--- config.mk ---
export PLATFORM = sky130hd
export DESIGN_NAME = multicycle_controller
export DESIGN_NICKNAME = d
export VERILOG_FILES = /design/src/rtl/multicycle_controller.sv
export SDC_FILE = /design/constraint.sdc
export NUM_CORES = 1
export LEC_CHECK = 0
export CAP_MARGIN = 10
export CORE_AREA = 4 4 90 71
export CTS_CLUSTER_SIZE = 16
export DETAILED_ROUTE_END_ITERATION = 10
export DIE_AREA = 0 0 94 75
export PLACE_DENSITY = 0.71
export SLEW_MARGIN = 5
export SYNTH_ARGS = -nofsm -noshare
export SYNTH_HDL_FRONTEND = slang
export SYNTH_SLANG_ARGS = --single-unit
--- constraint.sdc ---
create_clock -name clk -period 3.2 [get_ports clk]
set_input_delay 0.48 -clock clk [delete_from_list [all_inputs] [get_ports clk]]
set_output_delay 0.48 -clock clk [all_outputs]
set_load 0.01 [all_outputs]
--- src/rtl/multicycle_controller.sv ---
// Multicycle MIPS control unit: Moore sequencer for a shared-ALU/shared-memory datapath,
// with memory-ready stalls and a retired-instruction counter.
module multicycle_controller #(
    parameter int CNT_W = 32
) (
    input  logic             clk,
    input  logic             rst_n,
    input  logic [5:0]       opcode,
    input  logic [5:0]       funct,
    input  logic             zero,
    input  logic             mem_ready,
    output logic             iord,
    output logic             memRead,
    output logic             memWrite,
    output logic             irWrite,
    output logic             regdst,
    output logic             memtoReg,
    output logic             regWrite,
    output logic             aluSrcA,
    output logic [1:0]       aluSrcB,
    output logic             extOp,
    output logic [3:0]       aluControl,
    output logic [1:0]       pcSrc,
    output logic             pcEn,
    output logic             illegal,
    output logic [3:0]       state,
    output logic [CNT_W-1:0] instr_count
);

    typedef enum logic [3:0] {
        S_FETCH  = 4'd0,
        S_DECODE = 4'd1,
        S_MEMADR = 4'd2,
        S_MEMRD  = 4'd3,
        S_MEMWB  = 4'd4,
        S_MEMWR  = 4'd5,
        S_EXEC   = 4'd6,
        S_ALUWB  = 4'd7,
        S_BRANCH = 4'd8,
        S_IMMEX  = 4'd9,
        S_IMMWB  = 4'd10,
        S_JUMP   = 4'd11
    } state_t;

    localparam logic [5:0] OP_RTYPE = 6'b000000;
    localparam logic [5:0] OP_LW    = 6'b100011;
    localparam logic [5:0] OP_SW    = 6'b101011;
    localparam logic [5:0] OP_BEQ   = 6'b000100;
    localparam logic [5:0] OP_ADDI  = 6'b001000;
    localparam logic [5:0] OP_ANDI  = 6'b001100;
    localparam logic [5:0] OP_ORI   = 6'b001101;
    localparam logic [5:0] OP_SLTI  = 6'b001010;
    localparam logic [5:0] OP_J     = 6'b000010;

    localparam logic [5:0] FN_ADD = 6'b100000;
    localparam logic [5:0] FN_SUB = 6'b100010;
    localparam logic [5:0] FN_AND = 6'b100100;
    localparam logic [5:0] FN_OR  = 6'b100101;
    localparam logic [5:0] FN_SLT = 6'b101010;

    localparam logic [3:0] ALU_AND = 4'b0000;
    localparam logic [3:0] ALU_OR  = 4'b0001;
    localparam logic [3:0] ALU_ADD = 4'b0010;
    localparam logic [3:0] ALU_SUB = 4'b0110;
    localparam logic [3:0] ALU_SLT = 4'b0111;

    state_t           state_q, state_d;
    logic [CNT_W-1:0] count_q;
    logic             retire;
    logic             funct_ok;

    assign funct_ok = (funct == FN_ADD) || (funct == FN_SUB) || (funct == FN_AND) ||
                      (funct == FN_OR)  || (funct == FN_SLT);

    always_comb begin
        state_d    = S_FETCH;
        retire     = 1'b0;
        iord       = 1'b0;
        memRead    = 1'b0;
        memWrite   = 1'b0;
        irWrite    = 1'b0;
        regdst     = 1'b0;
        memtoReg   = 1'b0;
        regWrite   = 1'b0;
        aluSrcA    = 1'b0;
        aluSrcB    = 2'b00;
        extOp      = 1'b0;
        aluControl = ALU_AND;
        pcSrc      = 2'b00;
        pcEn       = 1'b0;
        illegal    = 1'b0;
        case (state_q)
            S_FETCH: begin
                // While reset is held, the fetch must not load IR or PC.
                memRead    = 1'b1;
                aluSrcB    = 2'b01;
                aluControl = ALU_ADD;
                irWrite    = mem_ready & rst_n;
                pcEn       = mem_ready & rst_n;
                state_d    = mem_ready ? S_DECODE : S_FETCH;
            end
            S_DECODE: begin
                aluSrcB    = 2'b11;
                aluControl = ALU_ADD;
                case (opcode)
                    OP_LW, OP_SW:                       state_d = S_MEMADR;
                    OP_BEQ:                             state_d = S_BRANCH;
                    OP_ADDI, OP_ANDI, OP_ORI, OP_SLTI:  state_d = S_IMMEX;
                    OP_J:                               state_d = S_JUMP;
                    OP_RTYPE: begin
                        state_d = funct_ok ? S_EXEC : S_FETCH;
                        illegal = ~funct_ok;
                    end
                    default:                            illegal = 1'b1;
                endcase
            end
            S_MEMADR: begin
                aluSrcA    = 1'b1;
                aluSrcB    = 2'b10;
                aluControl = ALU_ADD;
                state_d    = (opcode == OP_SW) ? S_MEMWR : S_MEMRD;
            end
            S_MEMRD: begin
                iord    = 1'b1;
                memRead = 1'b1;
                state_d = mem_ready ? S_MEMWB : S_MEMRD;
            end
            S_MEMWB: begin
                memtoReg = 1'b1;
                regWrite = 1'b1;
                retire   = 1'b1;
            end
            S_MEMWR: begin
                iord     = 1'b1;
                memWrite = 1'b1;
                retire   = mem_ready;
                state_d  = mem_ready ? S_FETCH : S_MEMWR;
            end
            S_EXEC: begin
                aluSrcA = 1'b1;
                state_d = S_ALUWB;
                case (funct)
                    FN_SUB:  aluControl = ALU_SUB;
                    FN_AND:  aluControl = ALU_AND;
                    FN_OR:   aluControl = ALU_OR;
                    FN_SLT:  aluControl = ALU_SLT;
                    default: aluControl = ALU_ADD;
                endcase
            end
            S_ALUWB: begin
                regdst   = 1'b1;
                regWrite = 1'b1;
                retire   = 1'b1;
            end
            S_BRANCH: begin
                aluSrcA    = 1'b1;
                aluControl = ALU_SUB;
                pcSrc      = 2'b01;
                pcEn       = zero;
                retire     = 1'b1;
            end
            S_IMMEX: begin
                aluSrcA = 1'b1;
                aluSrcB = 2'b10;
                state_d = S_IMMWB;
                case (opcode)
                    OP_ANDI: begin aluControl = ALU_AND; extOp = 1'b1; end
                    OP_ORI:  begin aluControl = ALU_OR;  extOp = 1'b1; end
                    OP_SLTI: aluControl = ALU_SLT;
                    default: aluControl = ALU_ADD;
                endcase
            end
            S_IMMWB: begin
                regWrite = 1'b1;
                retire   = 1'b1;
            end
            S_JUMP: begin
                pcSrc  = 2'b10;
                pcEn   = 1'b1;
                retire = 1'b1;
            end
            default: state_d = S_FETCH;
        endcase
    end

    always_ff @(posedge clk or negedge rst_n) begin
        if (!rst_n) begin
            state_q <= S_FETCH;
            count_q <= '0;
        end else begin
            state_q <= state_d;
            if (retire) count_q <= count_q + CNT_W'(1);
        end
    end

    assign state       = state_q;
    assign instr_count = count_q;

endmodule

==> results of run 1 <==
flip-flops by register name, indices dropped and copies added, names as in the netlist:
name         cells
instr_count     32
state            4
cell usage in the layout, fill, tap and decap left out, drive strengths merged, types with 2 or more instances in the layout:
master / instances
inv: 8
clkdlybuf4s50: 68
mux2i: 2
o21ai: 4
clkbuf: 6
or2: 2
nor3b: 5
nor3: 17
buf: 6
dfrtp: 36
and3: 2
nand3: 12
nand4: 12
a21oi: 4
nand2: 25
nor4: 7
a22oi: 2
nor2b: 5
xor2: 16
nand2b: 8
o22ai: 5
xnor2: 16
o31ai: 2
nor2: 26
power by group through the flow:
stage / Clock, µW / Combinational, µW / Sequential (µW)
global placement: 0 / 563 / 544
CTS: 402 / 570 / 537
global route: 419 / 612 / 545
floorplan: 0 / 276 / 555
finish: 390 / 562 / 537
detailed placement: 0 / 567 / 544
logic make-up after synthesis:
kind of cell / Yosys count
adder cells (fa/ha/maj): 1
flip-flops: 36
other: 1
AND/OR/NAND/NOR: 125
AO/OA/AOI/OAI: 26
buffers and inverters: 16
XOR/XNOR: 32
multiplexers: 2
per-layer routing:
layer | GRT usage [%] | routed length (µm)
met2 | 23.5 | 2450
met1 | 22.7 | 2640
met4 | 4.33 | 68
met5 | 0 | 0
met3 | 4.50 | 341
how the worst max path moves through the flow:
stage,start,endpoint,slack [ns],depth (start not counted)
after floorplan,state[2],aluControl[1],1.25,6
after global placement,funct[1],aluControl[1],0.38,7
after detailed placement,funct[1],aluControl[1],0.34,7
after CTS,funct[1],aluControl[1],0.33,7
after global routing,funct[1],aluControl[1],0.22,7
final,funct[1],aluControl[1],0.33,7
metrics by stage:
step                instance area, µm²  setup slack [ns]  std cells  util, %
finish                            3110             0.332        391     55.7
global route                      3110             0.220        391     55.7
CTS                               3110             0.334        391     55.7
detailed placement                3000             0.336        383     53.7
global placement                  3000             0.384        383     53.7
floorplan                         2220              1.25        239        -
layout make-up:
type	instances	area (µm²)
timing repair buffer	74	723
sequential	36	901
clock buffer	6	72.6
tap	78	97.6
multi-input combinational	187	1250
clock inverter	2	35.0
inverter	8	30.0
fill	529	2480
==> impl_metrics.prom, run 1 <==
# TYPE chip_impl_metric gauge
chip_impl_info{name="outcome",value="finished, final reports clean"} 1
chip_impl_info{name="synth_area_leader_cell",value="dfrtp_1"} 1
chip_impl_metric{name="synth_sequential_area_ratio",unit="%"} 40.6
chip_impl_metric{name="route.antenna.remaining_nets",unit=""} 0
chip_impl_metric{name="gp_congestion",unit=""} 0.805
chip_impl_info{name="root_buffer",value="clkbuf_8"} 1
chip_impl_metric{name="clock_power_share",unit="%"} 26.2
chip_impl_metric{name="grt_first_pass_wirelength",unit="µm"} 8880
chip_impl_metric{name="post_cts.resized_instances",unit=""} 0
chip_impl_metric{name="initial_core_util",unit="%"} 39.7
chip_impl_info{name="yosys-top-cells-count",value="dfrtp_1 (36), nor2_1 (26), nand2_1 (24)"} 1
chip_impl_metric{name="avgSynthCellArea",unit="µm²"} 9.28
chip_impl_metric{name="multiplexer_share_of_the_synthesized_area",unit="%"} 0.903
chip_impl_info{name="tritoncts",value="done"} 1
chip_impl_metric{name="initial_antenna_violation_count",unit=""} 0
chip_impl_metric{name="postSynthCellCount",unit=""} 239
chip_impl_info{name="r2r-end",value="instr_count[10]"} 1
chip_impl_metric{name="synth_compound_area_share",unit="%"} 8.47
chip_impl_metric{name="grt_pass1_vias",unit=""} 1851
chip_impl_info{name="worst_path_dominant_cell_family",value="buffers and inverters"} 1
chip_impl_metric{name="post-route-drc-count",unit=""} 0
chip_impl_metric{name="clock_sinks",unit=""} 36
chip_impl_metric{name="fp.dieW",unit="µm"} 94
chip_impl_metric{name="setup_violations_final",unit=""} 0
chip_impl_metric{name="grt_remaining_overflow",unit=""} 0
chip_impl_metric{name="synthXorXnorAreaFrac",unit="%"} 12.6
chip_impl_metric{name="netlist_area",unit="µm²"} 2220
chip_impl_info{name="synth_most_common_cell",value="dfrtp_1"} 1
chip_impl_metric{name="synth_fa_ha_area_share",unit="%"} 0.564
chip_impl_metric{name="diodes",unit=""} 0
chip_impl_metric{name="netlist-cell-type-count",unit=""} 48
chip_impl_metric{name="fin_tns_setup",unit="ns"} 0
chip_impl_info{name="timing.critical_path.from_type",value="input port"} 1
chip_impl_metric{name="final_hold_violation_count",unit=""} 0
chip_impl_metric{name="finalCritPeriodShare",unit="%"} 89.6
chip_impl_metric{name="pint",unit="µW"} 994
chip_impl_metric{name="die_height",unit="µm"} 75
chip_impl_info{name="crit_chain",value="clkdlybuf4s50_1 -> nor3b_1 -> o21ai_0 -> nand2_1 -> a221oi_1 -> or3_1 -> clkdlybuf4s50_1"} 1
chip_impl_info{name="cpMaxStageDelayCell",value="clkdlybuf4s50_1"} 1
chip_impl_metric{name="drv_cap",unit=""} 0
chip_impl_metric{name="async_reset_ff_share",unit="%"} 100
chip_impl_metric{name="critical_path_peak_fanout",unit=""} 4
chip_impl_metric{name="cts_buffer_depth",unit=""} 2
chip_impl_metric{name="critical_path_buf_inv_count",unit=""} 2
chip_impl_metric{name="ys_warn_count",unit=""} 0
chip_impl_metric{name="design_power_total",unit="µW"} 1490
chip_impl_metric{name="reg2reg_slack",unit="ns"} 1.29
chip_impl_info{name="most_frequently_used_flop_master_after_synthesis",value="dfrtp_1"} 1
chip_impl_metric{name="holdBufCountCts",unit=""} 0
chip_impl_metric{name="switchingPower",unit="µW"} 495
chip_impl_metric{name="route.detailed.vias_per_inst",unit=""} 5.10
chip_impl_metric{name="seq_power_share",unit="%"} 36.1
chip_impl_metric{name="worst_case_reg_to_reg_path_depth",unit=""} 6
chip_impl_info{name="top_cells_by_area_in_the_synthesized_netlist",value="dfrtp_1 (41%), xnor2_1 (6.3%), xor2_1 (6.3%), nor2_1 (4.4%), nand2_1 (4.1%)"} 1
chip_impl_metric{name="post-synth-top-area-fraction",unit="%"} 40.6
chip_impl_metric{name="synthesized_flop_and_latch_total",unit=""} 36
chip_impl_metric{name="tightest_slew",unit="ns"} 0.507
chip_impl_info{name="reg2reg_from",value="state[2]"} 1
chip_impl_metric{name="slew-limit-headroom",unit="%"} 66.1
chip_impl_metric{name="power.share.combinational",unit="%"} 37.8
chip_impl_metric{name="grt_util_all_layers",unit="%"} 15.8
chip_impl_info{name="setup.worst_path.class",value="in2out"} 1
chip_impl_info{name="setup_repair_after_global_routing_missed_its_margin",value="no"} 1
chip_impl_metric{name="total_routed_length",unit="µm"} 5500
chip_impl_metric{name="total_leakage_power",unit="µW"} 0.00130
chip_impl_metric{name="clock_tree.htree_level_count",unit=""} 2
chip_impl_metric{name="hold_ws",unit="ns"} 0.239
chip_impl_metric{name="core.rowCount",unit=""} 24
chip_impl_metric{name="drt_first_pass_iters",unit=""} 5
chip_impl_metric{name="via_count",unit=""} 1995
chip_impl_metric{name="max_freq",unit="GHz"} 0.349
chip_impl_metric{name="swShare",unit="%"} 33.2
chip_impl_metric{name="worst_ep_required_time",unit="ns"} 2.72
chip_impl_metric{name="synth_fp_nets",unit=""} 256
chip_impl_metric{name="starting_drt_drc_count",unit=""} 172
chip_impl_metric{name="area_growth",unit="%"} 40.2
chip_impl_metric{name="grt_max_degree",unit=""} 37
chip_impl_metric{name="synthSimpleGateAreaFrac",unit="%"} 33.6
chip_impl_metric{name="final_critical_period",unit="ns"} 2.87
chip_impl_metric{name="dpl.hpwl",unit="µm"} 4140
chip_impl_metric{name="ios",unit=""} 71
chip_impl_info{name="cp_common_cell",value="clkdlybuf4s50_1"} 1
chip_impl_metric{name="biggest_cell_delay_along_the_critical_path",unit="ns"} 0.52
chip_impl_metric{name="cp_data_arrival_time",unit="ns"} 2.39
chip_impl_metric{name="worstSkewPairLatency",unit="ns"} 0.29
chip_impl_info{name="main_combinational_cell_family_by_area_after_synthesis",value="simple AND/OR/NAND/NOR gates"} 1
chip_impl_info{name="worstHoldPathType",value="in2async"} 1
chip_impl_metric{name="synth_edf_count",unit=""} 0
chip_impl_metric{name="layout.nets",unit=""} 329
chip_impl_metric{name="cellPowerDensity",unit="nW/µm²"} 479
chip_impl_metric{name="worst_ir_drop_vdd",unit="V"} 0.000298
chip_impl_metric{name="core_area",unit="µm²"} 5590
chip_impl_metric{name="final.setup_skew",unit="ns"} 0.00568
chip_impl_metric{name="routedWlPerCell",unit="µm"} 14.1
chip_impl_metric{name="setup_fix_buffers_added_after_clock_tree_synthesis",unit=""} 0
chip_impl_metric{name="clk_pin_slew_worst_paths",unit="ns"} 0.07
chip_impl_info{name="timing.critical_path.to_type",value="output pin"} 1
chip_impl_metric{name="cts-buffers-inserted",unit=""} 5
chip_impl_metric{name="slew_violations",unit=""} 0
chip_impl_metric{name="io_buffers",unit=""} 69
chip_impl_metric{name="die_area",unit="µm²"} 7050
chip_impl_metric{name="layout-drive-gt1-share",unit="%"} 8.95
Power figures use the tool's default switching activity.
==> run 2, diff against run 1 <==
--- a/config.mk
+++ b/config.mk
@@ -6,10 +6,10 @@
 export NUM_CORES = 1
 export LEC_CHECK = 0
 export CAP_MARGIN = 10
-export CORE_AREA = 4 4 90 71
+export CORE_AREA = 2 2 88 69
 export CTS_CLUSTER_SIZE = 16
 export DETAILED_ROUTE_END_ITERATION = 10
-export DIE_AREA = 0 0 94 75
+export DIE_AREA = 0 0 90 71
 export PLACE_DENSITY = 0.71
 export SLEW_MARGIN = 5
 export SYNTH_ARGS = -nofsm -noshare
==> impl_metrics.prom, run 2 (synthesis results as in run 1) <==
# TYPE chip_impl_metric gauge
chip_impl_info{name="outcome",value="finished, final reports clean"} 1
chip_impl_metric{name="clock_power_share",unit="%"} 26.9
chip_impl_metric{name="dp_cells",unit=""} 382
chip_impl_metric{name="grt_remaining_overflow",unit=""} 0
chip_impl_info{name="crit_chain",value="nor2b_1 -> nand2_1 -> nor3_1 -> clkdlybuf4s50_1"} 1
chip_impl_metric{name="setup_fix_buffers_added_after_clock_tree_synthesis",unit=""} 0
chip_impl_metric{name="diodes",unit=""} 0
chip_impl_metric{name="fp.dieW",unit="µm"} 90
chip_impl_metric{name="seq_power_share",unit="%"} 37.5
chip_impl_metric{name="swShare",unit="%"} 34.1
chip_impl_metric{name="pint",unit="µW"} 984
chip_impl_metric{name="total_leakage_power",unit="µW"} 0.00129
chip_impl_metric{name="reg2reg_slack",unit="ns"} 1.11
chip_impl_metric{name="grt_max_degree",unit=""} 37
chip_impl_metric{name="cellPowerDensity",unit="nW/µm²"} 481
chip_impl_metric{name="initial_antenna_violation_count",unit=""} 0
chip_impl_metric{name="post_cts.resized_instances",unit=""} 0
chip_impl_metric{name="cp_data_arrival_time",unit="ns"} 2.44
chip_impl_metric{name="route.antenna.remaining_nets",unit=""} 0
chip_impl_metric{name="core_area",unit="µm²"} 5590
chip_impl_metric{name="cts_buffer_depth",unit=""} 2
chip_impl_metric{name="io_buffers",unit=""} 69
chip_impl_metric{name="critical_path_buf_inv_count",unit=""} 1
chip_impl_metric{name="worst_ep_required_time",unit="ns"} 2.72
chip_impl_metric{name="final_hold_violation_count",unit=""} 0
chip_impl_metric{name="total_routed_length",unit="µm"} 5520
chip_impl_metric{name="worstSkewPairLatency",unit="ns"} 0.29
chip_impl_metric{name="initial_core_util",unit="%"} 39.7
chip_impl_info{name="reg2reg_from",value="state[0]"} 1
chip_impl_metric{name="holdBufCountCts",unit=""} 0
chip_impl_info{name="timing.critical_path.to_type",value="output pin"} 1
chip_impl_metric{name="gp_congestion",unit=""} 0.779
chip_impl_metric{name="routedWlPerCell",unit="µm"} 14.2
chip_impl_metric{name="power.share.combinational",unit="%"} 35.7
chip_impl_metric{name="via_count",unit=""} 1995
chip_impl_info{name="root_buffer",value="clkbuf_8"} 1
chip_impl_metric{name="setup_violations_final",unit=""} 0
chip_impl_info{name="tritoncts",value="done"} 1
chip_impl_metric{name="core.rowCount",unit=""} 24
chip_impl_metric{name="die_area",unit="µm²"} 6390
chip_impl_metric{name="route.detailed.vias_per_inst",unit=""} 5.12
chip_impl_metric{name="final_critical_period",unit="ns"} 2.92
chip_impl_metric{name="place_worst_setup_slack",unit="ns"} 0.332
chip_impl_metric{name="tightest_slew",unit="ns"} 0.530
chip_impl_metric{name="finalCritPeriodShare",unit="%"} 91.3
chip_impl_info{name="worst_setup_path_startpoint",value="state[0]"} 1
chip_impl_metric{name="drv_cap",unit=""} 0
chip_impl_info{name="crit_end",value="illegal"} 1
chip_impl_metric{name="clock_sinks",unit=""} 36
chip_impl_metric{name="slew_violations",unit=""} 0
chip_impl_metric{name="starting_drt_drc_count",unit=""} 162
chip_impl_info{name="r2r-end",value="instr_count[10]"} 1
chip_impl_info{name="setup_repair_after_global_routing_missed_its_margin",value="no"} 1
chip_impl_metric{name="grt_util_all_layers",unit="%"} 17.2
chip_impl_metric{name="grt_first_pass_wirelength",unit="µm"} 8930
chip_impl_metric{name="dpl.hpwl",unit="µm"} 4020
chip_impl_info{name="timing.critical_path.from_type",value="flip-flop"} 1
chip_impl_metric{name="area_growth",unit="%"} 40.1
chip_impl_info{name="setup.worst_path.class",value="reg2out"} 1
chip_impl_metric{name="max_freq",unit="GHz"} 0.342
chip_impl_info{name="cpMaxStageDelayCell",value="dfrtp_1"} 1
chip_impl_metric{name="final_critical_path_setup_slack",unit="ns"} 0.279
chip_impl_metric{name="worst_ir_drop_vdd",unit="V"} 0.000347
chip_impl_metric{name="final_core_utilization",unit="%"} 55.6
chip_impl_metric{name="critical_path_peak_fanout",unit=""} 16
chip_impl_metric{name="clk_pin_slew_worst_paths",unit="ns"} 0.08
chip_impl_metric{name="post-route-drc-count",unit=""} 0
chip_impl_metric{name="switchingPower",unit="µW"} 508
chip_impl_metric{name="layout.filler_cells",unit=""} 507
chip_impl_metric{name="clock_tree.htree_level_count",unit=""} 2
chip_impl_info{name="worst_path_dominant_cell_family",value="simple AND/OR/NAND/NOR gates"} 1
chip_impl_metric{name="grt_pass1_vias",unit=""} 1821
chip_impl_metric{name="layout-drive-gt1-share",unit="%"} 8.97
chip_impl_metric{name="design_power_total",unit="µW"} 1490
chip_impl_info{name="most-common-layout-cells",value="clkdlybuf4s50_1 (68), dfrtp_1 (36), nor2_1 (26)"} 1
chip_impl_info{name="worstHoldPathType",value="in2async"} 1
chip_impl_metric{name="cts-buffers-inserted",unit=""} 5
chip_impl_metric{name="ios",unit=""} 71
chip_impl_metric{name="fin_tns_setup",unit="ns"} 0
chip_impl_metric{name="slew-limit-headroom",unit="%"} 64.6
chip_impl_metric{name="layout.nets",unit=""} 328
chip_impl_metric{name="drt_first_pass_iters",unit=""} 4
chip_impl_info{name="final_common_cell",value="clkdlybuf4s50_1"} 1
chip_impl_metric{name="max_reg_flops",unit=""} 32
chip_impl_metric{name="die_height",unit="µm"} 71
chip_impl_metric{name="final.setup_skew",unit="ns"} 0.00811
chip_impl_metric{name="path_depth",unit=""} 4
chip_impl_metric{name="biggest_cell_delay_along_the_critical_path",unit="ns"} 0.64
chip_impl_metric{name="worst_case_reg_to_reg_path_depth",unit=""} 5
chip_impl_metric{name="final-instance-count-excl-fill",unit=""} 390
[run 2: changes by cell type in the layout (fill, tap and decap cells not counted)]
cell,change
buf_4,-1
clkbuf_1,-1
clkinvlp_4,+1
[run 2: power by group through the flow]
stage	clock (µW)	combinational [µW]	sequential, µW
6_report	401	532	559
5_1_grt	428	575	565
4_1_cts	412	534	559
3_5_place_dp	0	532	567
3_3_place_gp	0	527	565
2_1_floorplan	0	276	555
[run 2: per-layer routing]
layer	GRT usage, %	up-vias	part of all wire [%]
met2	27.5	53	46
li1	-	979	-
met5	0	-	0
met4	5.81	0	1.0
met1	23.0	957	48
met3	4.37	6	5.5
[run 2: final cells by class]
type | instances | area (µm²) | area share (%)
clock inverters | 3 | 42.5 | 1.37
well taps | 78 | 97.6 | 3.14
repair buffers | 73 | 716 | 23.0
flip-flops and latches | 36 | 901 | 29.0
clock buffers | 5 | 68.8 | 2.22
inverters | 8 | 30.0 | 0.967
multi-input cells | 187 | 1250 | 40.2
[run 2: worst min-delay path by stage]
| stage | to | slack, ns | cells after the start |
|---|---|---|---|
| 2_1_floorplan | instr_count[0] | 0.18 | 0 |
| 4_1_cts | instr_count[28] | 0.25 | 2 |
| 6_report | instr_count[31] | 0.24 | 2 |
| 3_3_place_gp | instr_count[31] | 0.46 | 1 |
| 5_1_grt | instr_count[21] | 0.27 | 2 |
| 3_5_place_dp | instr_count[31] | 0.47 | 1 |
[run 2: through the flow]
stage,area (µm²),hold WS [ns]
floorplan,2220,0.184
global placement,2990,0.458
detailed placement,2990,0.470
CTS,3110,0.246
global route,3110,0.272
finish,3110,0.235
==> run 3, diff against run 2 <==
--- a/config.mk
+++ b/config.mk
@@ -10,7 +10,8 @@
 export CTS_CLUSTER_SIZE = 16
 export DETAILED_ROUTE_END_ITERATION = 10
 export DIE_AREA = 0 0 90 71
-export PLACE_DENSITY = 0.71
+export MAX_ROUTING_LAYER = met4
+export PLACE_DENSITY = 0.74
 export SLEW_MARGIN = 5
 export SYNTH_ARGS = -nofsm -noshare
 export SYNTH_HDL_FRONTEND = slang
==> constraint.sdc (replaced) <==
create_clock -name clk -period 2.4 [get_ports clk]
set_input_delay 0.36 -clock clk [delete_from_list [all_inputs] [get_ports clk]]
set_output_delay 0.36 -clock clk [all_outputs]
set_load 0.01 [all_outputs]
==> impl_metrics.prom, run 3 (synthesis results as in run 1) <==
# TYPE chip_impl_metric gauge
chip_impl_info{name="outcome",value="finished, final reports clean"} 1
chip_impl_metric{name="final_hold_violation_count",unit=""} 0
chip_impl_metric{name="worst_ir_drop_vdd",unit="V"} 0.000370
chip_impl_metric{name="fp.dieW",unit="µm"} 90
chip_impl_metric{name="grt_util_all_layers",unit="%"} 19.9
chip_impl_metric{name="core.rowCount",unit=""} 24
chip_impl_metric{name="total_leakage_power",unit="µW"} 0.00148
chip_impl_metric{name="ios",unit=""} 71
chip_impl_metric{name="pint",unit="µW"} 1370
chip_impl_metric{name="setup_violations_final",unit=""} 0
chip_impl_metric{name="place_worst_setup_slack",unit="ns"} -0.200
chip_impl_metric{name="gr-usage-met3",unit="%"} 4.05
chip_impl_metric{name="die_height",unit="µm"} 71
chip_impl_metric{name="layout.nets",unit=""} 354
chip_impl_metric{name="grt_pass1_vias",unit=""} 2010
chip_impl_metric{name="final_core_utilization",unit="%"} 60.6
chip_impl_info{name="worstHoldPathType",value="in2async"} 1
chip_impl_metric{name="final.setup_skew",unit="ns"} 0.00692
chip_impl_metric{name="slew_violations",unit=""} 0
chip_impl_metric{name="swShare",unit="%"} 33.7
chip_impl_metric{name="drv_cap",unit=""} 0
chip_impl_metric{name="cts_buffer_depth",unit=""} 2
chip_impl_metric{name="area_growth",unit="%"} 52.7
chip_impl_metric{name="switchingPower",unit="µW"} 700
chip_impl_info{name="timing.critical_path.from_type",value="input port"} 1
chip_impl_metric{name="hold_ws",unit="ns"} 0.126
chip_impl_metric{name="finalCritPeriodShare",unit="%"} 97.0
chip_impl_metric{name="final_critical_path_setup_slack",unit="ns"} 0.0713
chip_impl_metric{name="drt_first_pass_iters",unit=""} 4
chip_impl_metric{name="dpl.hpwl",unit="µm"} 4510
chip_impl_metric{name="final_critical_period",unit="ns"} 2.33
chip_impl_info{name="most-common-layout-cells",value="clkdlybuf4s50_1 (62), dfrtp_1 (33), buf_4 (29)"} 1
chip_impl_metric{name="core_area",unit="µm²"} 5590
chip_impl_metric{name="cp_data_arrival_time",unit="ns"} 1.97
chip_impl_metric{name="diodes",unit=""} 0
chip_impl_metric{name="initial_core_util",unit="%"} 39.7
chip_impl_metric{name="grt_util_met2",unit="%"} 30.7
chip_impl_metric{name="route.antenna.remaining_nets",unit=""} 0
chip_impl_metric{name="cellPowerDensity",unit="nW/µm²"} 613
chip_impl_info{name="timing.critical_path.to_type",value="output pin"} 1
chip_impl_metric{name="cts-buffers-inserted",unit=""} 5
chip_impl_metric{name="clock_tree.htree_level_count",unit=""} 2
chip_impl_metric{name="layout.filler_cells",unit=""} 493
chip_impl_info{name="root_buffer",value="clkbuf_8"} 1
chip_impl_metric{name="seq_power_share",unit="%"} 35.5
chip_impl_metric{name="layout-drive-gt1-share",unit="%"} 20.4
chip_impl_metric{name="route.detailed.vias_per_inst",unit=""} 5.12
chip_impl_metric{name="design_power_total",unit="µW"} 2080
chip_impl_metric{name="via_count",unit=""} 2131
chip_impl_info{name="global_route.peak_usage_layer",value="met2"} 1
chip_impl_metric{name="routedWlPerCell",unit="µm"} 14.8
chip_impl_metric{name="clock_power_share",unit="%"} 25.2
chip_impl_metric{name="worstSkewPairLatency",unit="ns"} 0.29
chip_impl_info{name="setup.worst_path.class",value="in2out"} 1
chip_impl_metric{name="total_routed_length",unit="µm"} 6140
chip_impl_metric{name="starting_drt_drc_count",unit=""} 142
chip_impl_metric{name="grt_first_pass_wirelength",unit="µm"} 9990
chip_impl_info{name="final_common_cell",value="clkdlybuf4s50_1"} 1
chip_impl_metric{name="power.share.combinational",unit="%"} 39.3
chip_impl_info{name="tritoncts",value="done"} 1
chip_impl_metric{name="critical_path_peak_fanout",unit=""} 3
chip_impl_metric{name="gp_congestion",unit=""} 0.833
chip_impl_metric{name="holdBufCountCts",unit=""} 0
chip_impl_metric{name="max_freq",unit="GHz"} 0.429
chip_impl_metric{name="die_area",unit="µm²"} 6390
chip_impl_metric{name="worst_ep_required_time",unit="ns"} 2.04
chip_impl_metric{name="grt_max_degree",unit=""} 37
chip_impl_metric{name="grt.met1_usage",unit="%"} 27.1
chip_impl_metric{name="grt_remaining_overflow",unit=""} 0
chip_impl_metric{name="post-route-drc-count",unit=""} 0
chip_impl_metric{name="clock_sinks",unit=""} 36
chip_impl_metric{name="clk_pin_slew_worst_paths",unit="ns"} 0.07
chip_impl_metric{name="max_reg_flops",unit=""} 32
chip_impl_metric{name="io_buffers",unit=""} 69
chip_impl_metric{name="initial_antenna_violation_count",unit=""} 0
==> run 3: cell count changes in the layout (fill, tap and decap cells not counted), sizes merged <==
cell           previous run  this run
clkinvlp                  1         0
clkbuf                    5         6
clkdlybuf4s50            68        62
dlymetal6s2s              0         3
buf                       5        31
dlygate4sd2               0         3
==> run 3: area by class of cell <==
type	instances	area [µm²]	share of cell area, %
clock buffers	6	72.6	2.14
clock inverters	2	35.0	1.03
inverters	8	30.0	0.887
multi-input cells	187	1330	39.2
flip-flops and latches	36	905	26.7
well taps	78	97.6	2.88
repair buffers	99	918	27.1
==> run 3: path summary, 6_finish.rpt <==
| kind | startpoint | to | slack [ns] | depth (start not counted) |
|---|---|---|---|---|
| setup / recovery | funct[2] | aluControl[1] | 0.07 | 7 |
| min in group clk | instr_count[31] | instr_count[31] | 0.47 | 1 |
| max in group asynchronous | rst_n | state[1] | 1.93 | 2 |
| setup reg to reg | state[2] | instr_count[10] | 0.49 | 6 |
| hold / removal | rst_n | instr_count[30] | 0.13 | 2 |
| hold reg to reg | instr_count[31] | instr_count[31] | 0.47 | 1 |
==> run 3: repair_timing <==
| action | CTS | global route |
|---|---|---|
| endpoints found under the setup margin | 8 | 5 |
| pin swaps | 1 | 2 |
| hold endpoints to repair | 0 | 0 |
| setup buffers | 3 | 1 |
| resized for setup | 13 | 13 |
==> run 3: through the flow <==
step,TNS [ns],std cells,area (µm²)
finish,0,416,3390
global route,-0.0119,416,3390
CTS,0,415,3320
detailed placement,-0.447,404,3160
global placement,-0.307,404,3160
floorplan,0,239,2220
==> run 3: power by group through the flow <==
stage	clock network, µW	registers (µW)	logic (µW)
5_1_grt	558	743	880
3_5_place_dp	0	736	787
4_1_cts	534	729	797
3_3_place_gp	0	734	776
6_report	522	737	816
2_1_floorplan	0	739	368
==> run 3: worst max-delay path: stages <==
cell and delay (ns):
clkdlybuf4s50_1 0.52, nor3b_2 0.07, buf_4 0.14, a31oi_4 0.18, nor2_1 0.05, or3_1 0.36
dlygate4sd2_1 0.29
==> run 3: metal layers <==
layer	part of all wire, %	vias to the layer above
li1	-	1033
met1	47	1015
met2	46	72
met3	5.3	11
met4	1.7	0
met5	0	-
